$ cat src/rtl/frame_deserializer_if.sv
// frame_deserializer_if: word-in / frame-out handshake bundle for the frame deserializer.
interface frame_deserializer_if #(
  parameter int FRAME_SIZE = 4,
  parameter int WORD_SIZE  = 16
);
  localparam int CW = FRAME_SIZE > 1 ? $clog2(FRAME_SIZE) : 1;
  logic                            valid_i;
  logic                            ready_o;
  logic [WORD_SIZE-1:0]            data_r_i;
  logic                            flush_i;
  logic                            valid_o;
  logic                            ready_i;
  logic [FRAME_SIZE*WORD_SIZE-1:0] data_r_o;
  logic [CW-1:0]                   count_o;
  modport master (
    output valid_i, data_r_i, flush_i, ready_i,
    input  ready_o, valid_o, data_r_o, count_o
  );
  modport slave (
    input  valid_i, data_r_i, flush_i, ready_i,
    output ready_o, valid_o, data_r_o, count_o
  );
endinterface

$ cat src/rtl/frame_deserializer.sv
// frame_deserializer: packs FRAME_SIZE serial words into one parallel frame with valid-ready on both sides.
module frame_deserializer #(
  parameter int FRAME_SIZE = 4,
  parameter int WORD_SIZE  = 16
) (
  input logic                clk_i,
  input logic                reset_n_i,
  frame_deserializer_if.slave bus
);
  localparam int CW = FRAME_SIZE > 1 ? $clog2(FRAME_SIZE) : 1;
  localparam int FW = FRAME_SIZE * WORD_SIZE;
  localparam logic [CW-1:0] LAST = CW'(FRAME_SIZE - 1);
  logic [CW-1:0] count;
  logic [FW-1:0] fill;
  logic [FW-1:0] frame;
  logic [FW-1:0] frame_d;
  logic          valid;
  logic          last;
  logic          ready;
  logic          accept;
  logic          take;
  // only the final word must wait for the held frame; earlier words fill behind it
  always_comb begin
    last    = count == LAST;
    ready   = !bus.flush_i && (!last || !valid || bus.ready_i);
    accept  = bus.valid_i && ready;
    take    = valid && bus.ready_i;
    frame_d = fill;
    frame_d[(FRAME_SIZE-1)*WORD_SIZE +: WORD_SIZE] = bus.data_r_i;
  end
  always_ff @(posedge clk_i or negedge reset_n_i) begin
    if (!reset_n_i) begin
      count <= '0;
      fill  <= '0;
      frame <= '0;
      valid <= 1'b0;
    end else begin
      if (bus.flush_i) count <= '0;
      else if (accept) begin
        count <= last ? '0 : count + 1'b1;
        if (!last) fill[int'(count)*WORD_SIZE +: WORD_SIZE] <= bus.data_r_i;
      end
      if (accept && last) begin
        frame <= frame_d;
        valid <= 1'b1;
      end else if (take) valid <= 1'b0;
    end
  end
  assign bus.ready_o  = ready;
  assign bus.valid_o  = valid;
  assign bus.data_r_o = frame;
  assign bus.count_o  = count;
endmodule

$ cat src/flat_wrapper.sv
// flat-port wrapper written by rule: the top's interface ports become plain ports
module frame_deserializer_flat 
#(
  parameter int FRAME_SIZE = 4,
  parameter int WORD_SIZE  = 16
)
  (clk_i, reset_n_i, bus_valid_i, bus_data_r_i, bus_flush_i, bus_ready_i, bus_ready_o, bus_valid_o, bus_data_r_o, bus_count_o);
  frame_deserializer_if #(.FRAME_SIZE(FRAME_SIZE), .WORD_SIZE(WORD_SIZE)) bus_i ();
  input logic clk_i;
  input logic reset_n_i;
  input wire logic [$bits(bus_i.valid_i)-1:0] bus_valid_i;
  input wire logic [$bits(bus_i.data_r_i)-1:0] bus_data_r_i;
  input wire logic [$bits(bus_i.flush_i)-1:0] bus_flush_i;
  input wire logic [$bits(bus_i.ready_i)-1:0] bus_ready_i;
  output wire logic [$bits(bus_i.ready_o)-1:0] bus_ready_o;
  output wire logic [$bits(bus_i.valid_o)-1:0] bus_valid_o;
  output wire logic [$bits(bus_i.data_r_o)-1:0] bus_data_r_o;
  output wire logic [$bits(bus_i.count_o)-1:0] bus_count_o;
  assign bus_i.valid_i = bus_valid_i;
  assign bus_i.data_r_i = bus_data_r_i;
  assign bus_i.flush_i = bus_flush_i;
  assign bus_i.ready_i = bus_ready_i;
  assign bus_ready_o = bus_i.ready_o;
  assign bus_valid_o = bus_i.valid_o;
  assign bus_data_r_o = bus_i.data_r_o;
  assign bus_count_o = bus_i.count_o;
  frame_deserializer #(.FRAME_SIZE(FRAME_SIZE), .WORD_SIZE(WORD_SIZE)) u_core (.clk_i(clk_i), .reset_n_i(reset_n_i), .bus(bus_i));
endmodule
$ cat config.mk
export PLATFORM = sky130hd
export DESIGN_NAME = frame_deserializer_flat
export DESIGN_NICKNAME = d
export VERILOG_FILES = /design/src/rtl/frame_deserializer_if.sv /design/src/rtl/frame_deserializer.sv /design/src/flat_wrapper.sv
export SDC_FILE = /design/constraint.sdc
export NUM_CORES = 1
export LEC_CHECK = 0
export CORE_ASPECT_RATIO = 0.6
export CORE_MARGIN = 3
export CORE_UTILIZATION = 51
export DETAILED_ROUTE_END_ITERATION = 8
export PLACE_DENSITY = 0.79
export SETUP_SLACK_MARGIN = 0.05
export SLEW_MARGIN = 20
export SYNTH_ARGS = -nofsm -noshare
export SYNTH_HDL_FRONTEND = slang
export SYNTH_SLANG_ARGS = --single-unit
$ cat constraint.sdc
create_clock -name clk_i -period 2.2 [get_ports clk_i]
set_input_delay 0.22 -clock clk_i [delete_from_list [all_inputs] [get_ports clk_i]]
set_output_delay 0.22 -clock clk_i [all_outputs]
set_load 0.03 [all_outputs]
Yosys cells after proc, flatten, opt, wreduce, memory -nomap -nowiden --
Index checks and enable logic that the tools add are counted.
Storage, ports and cells: flip-flop bits (word level) 131, word-level logic and storage cells 29, bits of input ports 21, output and inout bits 68
Operators by class: eq/ne operators 1, reduce and logical (&&, ||, !) cells 12, bitwise operators 2, shift-type cells 2, add/sub/neg operators 2, mux-type cells 6
Operators by type and width (count):
- $bwmux 64 | 1
- $shift 16x33->64 const A | 1
- $shiftx 16x33->64 | 1
- $neg 6->33 | 1
- $mux 2 | 3
- $logic_and 1x1->1 | 4
- $reduce_bool 2->1 | 2
- $logic_not 1->1 | 3
- $reduce_and 3->1 | 1
- $add 2x1->2 const B | 1
- $eq 2x2->1 const B | 1
- $logic_or 1x1->1 | 2
- $mux 1 | 2
- $not 1->1 | 2

Depth between registers and ports, before layout --
word-level depth 8, mapped depth 7, mapped depth without buffers 5

Least setup slack after synthesis --
Ideal clock, no wire load.
kind reg-to-reg, start register u_core.count[0] (netlist: u_core.bus.count_o[0]), end register u_core.fill[28], setup slack 265 ps, library setup time 83 ps, stages on the path, launching flop included 8, data arrival time 1852 ps, data required time 2117 ps, cell sequence dfrtp_1 -> inv_1 -> ha_1 -> and3b_1 -> clkbuf_1 -> buf_2 -> nand2_1 -> o21ai_0
Between the ends: cells in the longest elaborated chain, start to end 7, elaborated cells on any way between the ends 12
RTL lines:
- start: declaration | line frame_deserializer.sv:13 | logic [CW-1:0] count;
- start signal: assignment | line frame_deserializer.sv:40 | count <= last ? '0 : count + 1'b1;
- branches (longest 7 deep; another with $neg 6->33)
- end signal: indexed assignment | line frame_deserializer.sv:41 | if (!last) fill[int'(count)*WORD_SIZE +: WORD_SIZE] <= bus.data_r_i;
- end: declaration | line frame_deserializer.sv:14 | logic [FW-1:0] fill;
Parallel ways; which one is timed is not known. A chain may end at the register's enable or synchronous reset.

Final worst setup path --
start register u_core.count[1] (netlist: u_core.bus.count_o[1]), end output port bus_ready_o
Between the ends: cells in the longest elaborated chain, start to end 5
RTL lines:
- $eq 2x2->1 | line frame_deserializer.sv:24 | last = count == LAST;
- $logic_not 1->1 | line frame_deserializer.sv:25 | ready = !bus.flush_i && (!last || !valid || bus.ready_i);
- $logic_or 1x1->1 (2 in series) | line frame_deserializer.sv:25
- $logic_and 1x1->1 | line frame_deserializer.sv:25
- end: declaration | line flat_wrapper.sv:15 | output wire logic [$bits(bus_i.ready_o)-1:0] bus_ready_o;
No other way between the ends.

==> metrics.md <==
| Metric | Value |
|---|---|
| Static leakage | approximately 2.9 nW |
| Vias per cell | ~5.3 |
| Core area | ~8600 µm² |
| Post-synth EDFFs | 0 |
| Netlist cell types | 22 |
| CTS tree | built |
| Synth Cell Area | about 4600 µm² |
| Clk slew on worst S/H paths | about 0.05 ns |
| Simple-gate area share of the yosys netlist | ~11% |
| Worst slew pin tran | between 0.4 and 0.5 ns |
| Max-slew headroom | between 60% and 70% |
| DP Wirelength | 7.09 mm |
| Later-pin clock latency in the skew report | approximately 0.40 ns |
| Final Util | 71.8% |
| Syn avg cell area | ~12 µm² |
| Final hold viol count | 0 |
| Post-synth top area cell | dfrtp_1 |
| Die H | approximately 79 µm |
| Buffers on Ports | 88 |
| Pwr Density | 957 nW/µm² |
| Vias | between 3000 and 4000 |
| CP Cell Sequence | ha_1, a21oi_1, dlygate4sd2_1 |
| Area occupied by registers | 2880 µm² |
| Hold Crit Class | primary input to async pin |
| Overflow after GRT | 0 |
| Number of global-route vias before repair | ~3400 |
| Post CTS Setup Buffer Count | 0 |
| DR iter-0 viols | around 240 |
| Total clock sinks | 115 |
| Max incr delay on CP | around 0.45 ns |
| Slowest cell on the critical path | dfrtp_1 |
| Pin count of the biggest net entering global routing | between 40 and 50 |
| Initial antenna violation count | 0 |
| DR DRC count | 0 |
| Max-cap violation count | 0 |
| Post-synthesis mux area share | about 16% |
| Max Fclk | 522 MHz |
| Fin Hold WS | between 0.3 and 0.4 ns |
| Fin crit period | ~1.9 ns |
| IO Count | ~90 |
| Most frequent cell after synthesis | dfrtp_1 |
| Sequential share of the synthesized area | a little over three fifths |
| Buf/Inv on CP | 1 |
| Area grow syn2layout | 35.3% |
| Max VDD drop | between 500 and 600 µV |
| DIE AREA | approximately 10000 µm² |
| Clock Path Buffers | 2 |
| Unrepaired setup endpoints after global routing | false |
| Part of the cycle the worst path needs | between 80% and 90% |
| Nets@finish | 494 |
| Setup CP Type | register to output pin |
| Final WL | ~11 mm |
| Synth warnings | 0 |
| Top_reg_cell synth | dfrtp_1 |
| Main combinational cell family by area after synthesis | multiplexers |
| Row cnt | 26 |
| Commonest cells post-synth | 115 x dfrtp_1, 96 x nand2_1, 49 x mux2_1 |
| Routability cong. | around 0.91 |
| Multi-input logic area | ~1500 µm² |
| Number of synthesized register bits | between 100 and 150 |
| Mapped Cells | approximately 370 |
| Synthesized net count | slightly below 400 |
| Share of cells above drive strength 1 | 13.2% |
| Adder-cell share of the synthesized area | around 1.4% |
| CP Data Arrival Time | around 1.7 ns |
| Critical path data required time | about 2.0 ns |
| Max Slew Vio Count | 0 |
| DRT Pass-1 Iters | 4 |
| CP top delay family | flip-flops |
| First-pass GRT wire length | roughly 18 mm |
| Post-Synth XOR/XNOR Area | 0% |
| CP Launch Type | register |
| Depth of the CTS H-tree | 4 |
| Clock root buffer | clkbuf_16 |
| Outcome | finished, final reports clean |
| Final setup viols | 0 |
| Compound-Gate Fraction of Synth Area | ~5.5% |
| Chip Width | between 100 and 150 µm |
| Total track usage | roughly 23% |
| Average wire per standard cell | 18.3 µm |
| Initial Utilization | 53.0% |
| Ys async rst share | between 90% and 100% |
| CTS buffer count | 17 |
| CP max FO | 6 |
| Area share of the largest cell type after synthesis | a little over three fifths |
| N_diodes | 0 |
| Post-layout total power | between 5 and 6 mW |
| Setup TNS | 0 ns |
| Clock skew | approximately 0.006 ns |
| Fillers | roughly 600 |
| Post-route ant nets | 0 |
| Crit path capture type | output pin |
| Area contributors post-synth | dfrtp_1 63%, mux2_1 12%, nand2_1 7.9%, o21ai_0 5.2%, mux2_2 4.0% |
registers in the layout (all words and copies together) (netlist names):
signal / count
u_core.bus.count_o: 2
u_core.bus.data_r_o: 64
u_core.fill: 48
u_core.bus.valid_o: 1
path summary, 6_finish.rpt:
| check | start | slack, ns | depth (start not counted) | end |
|---|---|---|---|---|
| min reg2reg | u_core.fill[27] | 0.47 | 2 | u_core.fill[27] |
| min in group clk_i | u_core.fill[27] | 0.47 | 2 | u_core.fill[27] |
| min | reset_n_i | 0.32 | 2 | u_core.bus.data_r_o[13] |
| max reg2reg | u_core.bus.count_o[1] | 0.29 | 4 | u_core.bus.data_r_o[55] |
| max | u_core.bus.count_o[1] | 0.28 | 3 | bus_ready_o |
| max in group asynchronous | reset_n_i | 1.13 | 3 | u_core.fill[46] |
area by class of cell:
type                       count  share of cell area [%]
clock buffer                  23                    8.24
clock inverter                 5                    1.22
inverter                       2                   0.122
multi-input combinational    230                    25.1
sequential                   115                    46.7
tap                          112                    2.27
timing repair buffer         102                    16.4
what timing repair did:
| action | 4_1_cts | 5_1_grt |
|---|---|---|
| setup endpoints to repair | 1 | 0 |
| gates resized for setup | 1 | 0 |
| hold buffers | 1 | 0 |
| endpoints found under the hold margin | 31 | 0 |
cells by family after synthesis:
family | count (synthesis)
buffers and inverters | 22
adder cells (fa/ha/maj) | 5
AND/OR/NAND/NOR | 109
multiplexers | 66
AO/OA/AOI/OAI | 50
flip-flops | 115
metal layers:
metal | GRT usage (%) | vias up | share of wire, %
met5 | 0 | - | 0
met4 | 7.10 | 0 | 0.56
met3 | 7.73 | 8 | 7.3
met2 | 35.3 | 105 | 47
met1 | 31.1 | 1592 | 45
li1 | - | 1435 | -
where the power goes:
group	internal [mW]	total [mW]	switching, mW	leakage [nW]
clock network	1.81	2.69	0.873	0.293
logic	0.328	0.801	0.473	1.02
registers	2.30	2.41	0.106	1.58
total	4.44	5.90	1.45	2.89
cells in the final DEF (no fill, tap or decap), drive strengths merged:
cell type / n
dfrtp: 115
nand2: 96
clkdlybuf4s50: 86
mux2: 65
o21ai: 48
clkbuf: 23
buf: 14
ha: 5
nand4bb: 3
clkinv: 3
inv: 2
nor3b: 2
nor2: 2
nand2b: 2
bufinv: 2
nor2b: 1
a21oi: 1
nor4bb: 1
and3b: 1
a21boi: 1
mux2i: 1
or2: 1
dlygate4sd3: 1
dlygate4sd2: 1
metrics by stage:
| stage | setup slack, ns | area (µm²) | cells |
|---|---|---|---|
| detailed placement | 0.167 | 5570 | 560 |
| global route | 0.208 | 6160 | 589 |
| global placement | 0.237 | 5570 | 560 |
| floorplan | 0.265 | 4560 | 367 |
| finish | 0.284 | 6160 | 589 |
| CTS | 0.275 | 6160 | 589 |
Power figures use the tool's default switching activity.
